## src/rtl/i2c_pkg.sv

```systemverilog
// Shared I2C target definitions: FSM state encoding, ACK/NACK bus levels,
// and the 3-sample majority vote used by the optional input filter.
package i2c_pkg;

   typedef enum logic [3:0] {
      IDLE,
      ADDR,
      ADDR_ACK,
      PTR,
      PTR_ACK,
      WDATA,
      WDATA_ACK,
      RDATA,
      RDATA_ACK,
      WAIT_STOP
   } i2c_state_e;

   localparam logic ACK  = 1'b0;
   localparam logic NACK = 1'b1;

   function automatic logic maj3(input logic a, input logic b, input logic c);
      return (a & b) | (a & c) | (b & c);
   endfunction

endpackage

```

## src/rtl/i2c_bus_cond_mod.sv

```systemverilog
// SCL/SDA input conditioning: 2-flop synchronizers, optional majority filter
// (I2C_TARGET_GLITCH_FILT_EN), and SCL edge / START / STOP detection.
module i2c_bus_cond_mod
   import i2c_pkg::*;
(
   input  logic b_clk,
   input  logic rst_i,
   input  logic scl_i,
   input  logic sda_i,
   output logic sda_lvl,
   output logic scl_rise,
   output logic scl_fall,
   output logic start_det,
   output logic stop_det
);

   logic [1:0] scl_sync;
   logic [1:0] sda_sync;
   logic       scl_c;
   logic       sda_c;
   logic       scl_q;
   logic       sda_q;

   // Synchronizers reset to 1 so a reset looks like an idle bus.
   // NOTE: sequential state uses non-blocking assignments so every flop samples pre-edge values.
   always_ff @(posedge b_clk or posedge rst_i) begin
      if (rst_i) begin
         scl_sync <= 2'b11;
         sda_sync <= 2'b11;
      end else begin
         scl_sync <= {scl_sync[0], scl_i};
         sda_sync <= {sda_sync[0], sda_i};
      end
   end

`ifdef I2C_TARGET_GLITCH_FILT_EN
   logic [1:0] scl_hist;
   logic [1:0] sda_hist;
   logic       scl_filt;
   logic       sda_filt;

   always_ff @(posedge b_clk or posedge rst_i) begin
      if (rst_i) begin
         scl_hist <= 2'b11;
         sda_hist <= 2'b11;
         scl_filt <= 1'b1;
         sda_filt <= 1'b1;
      end else begin
         scl_hist <= {scl_hist[0], scl_sync[1]};
         sda_hist <= {sda_hist[0], sda_sync[1]};
         scl_filt <= maj3(scl_sync[1], scl_hist[0], scl_hist[1]);
         sda_filt <= maj3(sda_sync[1], sda_hist[0], sda_hist[1]);
      end
   end

   assign scl_c = scl_filt;
   assign sda_c = sda_filt;
`else
   assign scl_c = scl_sync[1];
   assign sda_c = sda_sync[1];
`endif

   always_ff @(posedge b_clk or posedge rst_i) begin
      if (rst_i) begin
         scl_q <= 1'b1;
         sda_q <= 1'b1;
      end else begin
         scl_q <= scl_c;
         sda_q <= sda_c;
      end
   end

   assign sda_lvl   = sda_c;
   assign scl_rise  =  scl_c & ~scl_q;
   assign scl_fall  = ~scl_c &  scl_q;
   assign start_det =  scl_c &  scl_q &  sda_q & ~sda_c;
   assign stop_det  =  scl_c &  scl_q & ~sda_q &  sda_c;

endmodule

```

## src/rtl/i2c_target_reg_mod.sv

```systemverilog
// I2C target with register pointer: write = [addr W][ptr][data...], read = [addr R][data...].
// Define I2C_TARGET_GLITCH_FILT_EN to add a majority filter on SCL/SDA.
module i2c_target_reg_mod
   import i2c_pkg::*;
#(
   parameter logic [6:0] par_slv_addr = 7'h39,
   parameter int         par_reg_aw   = 8
) (
   input  logic                  b_clk,
   input  logic                  rst_i,
   input  logic                  scl_i,
   input  logic                  sda_i,
   output logic                  sda_oe_o,
   output logic [par_reg_aw-1:0] reg_addr_o,
   output logic [7:0]            reg_wdata_o,
   output logic                  reg_wr_o,
   output logic                  reg_rd_o,
   input  logic [7:0]            reg_rdata_i,
   output logic                  busy_o
);

   localparam logic [par_reg_aw-1:0] ptr_one = 1;

   i2c_state_e state;
   logic [7:0] shift_q;
   logic [2:0] bit_cnt;
   logic       rw_q;
   logic       phase_q;
   logic       load_q;
   logic       sda_lvl;
   logic       scl_rise;
   logic       scl_fall;
   logic       start_det;
   logic       stop_det;
   logic [7:0] rx_byte;

   i2c_bus_cond_mod u_cond (
      .b_clk     (b_clk),
      .rst_i     (rst_i),
      .scl_i     (scl_i),
      .sda_i     (sda_i),
      .sda_lvl   (sda_lvl),
      .scl_rise  (scl_rise),
      .scl_fall  (scl_fall),
      .start_det (start_det),
      .stop_det  (stop_det)
   );

   assign rx_byte = {shift_q[6:0], sda_lvl};

   always_ff @(posedge b_clk or posedge rst_i) begin
      if (rst_i) begin
         state       <= IDLE;
         shift_q     <= '0;
         bit_cnt     <= '0;
         rw_q        <= 1'b0;
         phase_q     <= 1'b0;
         load_q      <= 1'b0;
         sda_oe_o    <= 1'b0;
         reg_addr_o  <= '0;
         reg_wdata_o <= '0;
         reg_wr_o    <= 1'b0;
         reg_rd_o    <= 1'b0;
         busy_o      <= 1'b0;
      end else begin
         reg_wr_o <= 1'b0;
         reg_rd_o <= 1'b0;
         load_q   <= reg_rd_o;
         if (stop_det) begin
            state    <= IDLE;
            sda_oe_o <= 1'b0;
            busy_o   <= 1'b0;
            load_q   <= 1'b0;
         end else if (start_det) begin
            state    <= ADDR;
            bit_cnt  <= '0;
            sda_oe_o <= 1'b0;
            load_q   <= 1'b0;
         end else begin
            case (state)
               ADDR, PTR, WDATA: begin
                  if (scl_rise) begin
                     shift_q <= rx_byte;
                     bit_cnt <= bit_cnt + 3'd1;
                     if (bit_cnt == 3'd7) begin
                        phase_q <= 1'b0;
                        if (state == ADDR) begin
                           if (rx_byte[7:1] == par_slv_addr) begin
                              state  <= ADDR_ACK;
                              rw_q   <= rx_byte[0];
                              busy_o <= 1'b1;
                           end else begin
                              state  <= WAIT_STOP;
                              busy_o <= 1'b0;
                           end
                        end else if (state == PTR) begin
                           state      <= PTR_ACK;
                           reg_addr_o <= rx_byte[par_reg_aw-1:0];
                        end else begin
                           state       <= WDATA_ACK;
                           reg_wdata_o <= rx_byte;
                           reg_wr_o    <= 1'b1;
                        end
                     end
                  end
               end
               // First falling edge starts the ACK, second ends it.
               ADDR_ACK, PTR_ACK, WDATA_ACK: begin
                  if (scl_fall) begin
                     if (!phase_q) begin
                        sda_oe_o <= 1'b1;
                        phase_q  <= 1'b1;
                     end else begin
                        phase_q <= 1'b0;
                        bit_cnt <= '0;
                        if (state == ADDR_ACK && rw_q) begin
                           state    <= RDATA;
                           reg_rd_o <= 1'b1;
                        end else begin
                           sda_oe_o <= 1'b0;
                           state    <= (state == ADDR_ACK) ? PTR : WDATA;
                           if (state == WDATA_ACK)
                              reg_addr_o <= reg_addr_o + ptr_one;
                        end
                     end
                  end
               end
               RDATA: begin
                  if (load_q) begin
                     shift_q  <= reg_rdata_i;
                     sda_oe_o <= ~reg_rdata_i[7];
                  end else if (scl_rise) begin
                     bit_cnt <= bit_cnt + 3'd1;
                     if (bit_cnt == 3'd7) begin
                        state   <= RDATA_ACK;
                        phase_q <= 1'b0;
                     end
                  end else if (scl_fall) begin
                     shift_q  <= {shift_q[6:0], 1'b0};
                     sda_oe_o <= ~shift_q[6];
                  end
               end
               RDATA_ACK: begin
                  if (scl_fall) begin
                     if (!phase_q) begin
                        sda_oe_o <= 1'b0;
                     end else begin
                        state    <= RDATA;
                        reg_rd_o <= 1'b1;
                        bit_cnt  <= '0;
                     end
                  end else if (scl_rise) begin
                     if (sda_lvl == NACK) begin
                        state <= WAIT_STOP;
                     end else begin
                        phase_q    <= 1'b1;
                        reg_addr_o <= reg_addr_o + ptr_one;
                     end
                  end
               end
               default: ;
            endcase
         end
      end
   end

endmodule
```

## config.mk

```make
export PLATFORM = sky130hd
export DESIGN_NAME = i2c_target_reg_mod
export DESIGN_NICKNAME = d
export VERILOG_FILES = /design/src/rtl/i2c_pkg.sv /design/src/rtl/i2c_bus_cond_mod.sv /design/src/rtl/i2c_target_reg_mod.sv
export SDC_FILE = /design/constraint.sdc
export NUM_CORES = 1
export LEC_CHECK = 0
export ABC_AREA = 1
export CORE_UTILIZATION = 30
export DETAILED_ROUTE_END_ITERATION = 8
export SLEW_MARGIN = 25
export SYNTH_ARGS = -nofsm -noshare
export SYNTH_HDL_FRONTEND = slang
export SYNTH_HIERARCHICAL = 1
export SYNTH_SLANG_ARGS = --single-unit
```

## constraint.sdc

```tcl
create_clock -name b_clk -period 2.44 [get_ports b_clk]
set_input_delay 0.488 -clock b_clk [delete_from_list [all_inputs] [get_ports b_clk]]
set_output_delay 0.488 -clock b_clk [all_outputs]
set_load 0.02 [all_outputs]
```

==> metrics <==
Seq/Total Area, Yosys=43.4%; Hold-fix buffers, CTS=0; Slowest-stage cell, CP=dfstp_2; post-synth top area share=37.1%; Cell Area, Synth=2490 sq um; Final ANT Viol Nets=0; CP required=between 2000 and 3000 ps; power density cells=1180 nW/um^2; via count=2263; gr ovfl total=0; area of the multi-input gates=1230 sq um; Root Driver=clkbuf_8; outcome=complete, no violations; Routed Wire Length=6050 um; area leader, netlist=dfrtp_1; CTS Sinks=43; initial core utilization=31.6%; worst vdd ir=roughly 0.00035 V; Residual DRC=0; # diodes=0; most common cell after layout, fill and taps aside=nand2_1; antenna violations before repair=0; Setup TNS=0 ps; worst-path maximum fanout=13; Post-Route Utilization=38.5%; Filler cells=814; core area=7890 sq um; number of global-route vias before repair=2087; worst slew pin tran=513 ps; I/O pin count=32; synth top area cells=dfrtp_1 37%, nand2_1 14%, dfstp_2 6.3%; Post-CTS Setup Inserts=0; commonest cells after routing, fill and taps aside=94 x nand2_1, 37 x dfrtp_1, 31 x nor2_1, 31 x clkdlybuf4s50_1, 29 x inv_1; number of synthesized register bits=43; Die Y=about 93 um; delay-heaviest family, CP=simple AND/OR/NAND/NOR gates; Max Root-Sink Buffers=2; Yosys cell types=32; die width=93.2 um; synth warn=6; register area=1080 sq um; Post-DP HPWL=~4600 um; first-pass GRT wire length=10200 um; Synth Instances=331; syn_nets=between 300 and 400; Worst EP arrival=2240 ps; Placer Congestion=0.926; Rel. slew slack=roughly two thirds; final setup vio count=0; total CTS buffers=5; clk_skew=7.32 ps; largest net degree at the start of global routing=38; Avg Inst Size Synth=around 7.5 sq um; worst path cell trace=inv_1 -> nor2_1 -> inv_1 -> nand3_1 -> nand3_1 -> nor2_4 -> nand2_4 -> nand2_1 -> o21ai_2; Tcrit/Tclk final=83.7%; H-tree depth=2; DR iter-0 viols=between 150 and 200; Layout area overhead=21.7%; Port Buf Inserts=31; buffers and inverters on the worst path=2; fin nets=between 300 and 400; clock latency at the later pin of the worst-skew pair=310 ps; Static Leak=between 1 and 1.5 nW; Worst-path clk slew=90 ps; crit path kind=register to register; Max Fclk=490 MHz; Tot GR Track Use=15.1%; crit end category=register; PostCTS Resize Cnt=0; Final Hold Viols=0; Slew Viols, Final=0; Die ar.=8690 sq um; total of max-cap violations=0; Row Count=32; fin crit period=2040 ps; RSZ-0062 raised after global routing=no; CTS tree=yes; WL/cell=12.9 um; DR vias/cell=4.83; CP Launch Type=register; drt first pass iters=4; CP peak stage delay=550 ps; fraction of layout cells with a size suffix above 1=about 14%; type of the worst min-delay path=register to register
[registers in the layout, summed over array words and instances, names as in the netlist]
register	count
u_cond/sda_q	1
state	4
u_cond/sda_sync	2
shift_q	7
reg_wdata_o	8
load_q	1
phase_q	1
reg_rd_o	1
sda_oe_o	1
bit_cnt	3
busy_o	1
u_cond/scl_q	1
u_cond/scl_sync	2
reg_wr_o	1
reg_addr_o	8
rw_q	1
[path summary, 6_finish.rpt]
| path | start | end | slack [ps] | cells past startpoint |
|---|---|---|---|---|
| setup / recovery | u_cond/scl_q$_DFF_PP1_ | reg_addr_o[6]$_DFFE_PP0P_ | 400 | 9 |
| hold / removal | u_cond/sda_sync[0]$_DFF_PP1_ | u_cond/sda_sync[1]$_DFF_PP1_ | 360 | 0 |
| setup reg to reg | u_cond/scl_q$_DFF_PP1_ | reg_addr_o[6]$_DFFE_PP0P_ | 400 | 9 |
| hold reg to reg | u_cond/sda_sync[0]$_DFF_PP1_ | u_cond/sda_sync[1]$_DFF_PP1_ | 360 | 0 |
| max in group asynchronous | rst_i | reg_addr_o[0]$_DFFE_PP0P_ | 1490 | 3 |
| min in group asynchronous | rst_i | reg_addr_o[5]$_DFFE_PP0P_ | 600 | 3 |
[cells in the mapped netlist, drive strengths merged]
cell type  number
dfrtp          37
nor2           39
inv            36
a21oi           7
o211ai          6
o21a            4
nand3b          3
and3            2
buf             5
clkinv          2
dfstp           6
nor3            1
a21boi          1
o21ai          33
xor2            2
nand4           4
nand2         106
ha              3
or2             1
clkbuf          1
xnor2           1
a211oi          1
nand3          30
[area by class of cell]
cell class                 count  area share [%]
clock buffer                   5            2.27
clock inverter                 3            1.53
inverter                      38            4.70
multi-input combinational    244            40.6
sequential                    43            35.7
tap                          102            4.20
timing repair buffer          34            11.0
[power breakdown]
part	switching [W]	total (W)	internal, W	leakage [nW]
clock network	0.000273	0.000581	0.000309	0.0548
logic	0.00121	0.00190	0.000689	0.872
registers	0.000200	0.00110	0.000904	0.549
[stage by stage]
stage | std cells | setup WS (ps) | hold WS [ps] | total power (W) | area [sq um]
after global routing | 469 | 252 | 363 | 0.00389 | 3040
after global placement | 461 | 468 | 346 | 0.00302 | 2920
final | 469 | 397 | 360 | 0.00358 | 3040
after detailed placement | 461 | 443 | 347 | 0.00302 | 2920
after CTS | 469 | 424 | 360 | 0.00361 | 3040
after floorplan | 331 | 704 | 345 | 0.00253 | 2490
[per-layer routing]
layer  up-vias  routed length, um  global-route usage, %
li1       1141                  -                      -
met1      1040               2980                   21.0
met2        67               2560                   22.4
met3        15                341                   3.41
met4         0                167                   6.41
met5         -                  0                      0
[kinds of logic after synthesis]
group / count (synthesis) / synth area share, %
compound gates: 52 / 12.4
xor+xnor: 3 / 1.05
fa+ha+maj: 3 / 1.50
buf+inv: 44 / 7.12
flops: 43 / 43.4
simple gates: 186 / 34.5
Power figures use the tool's default switching activity.
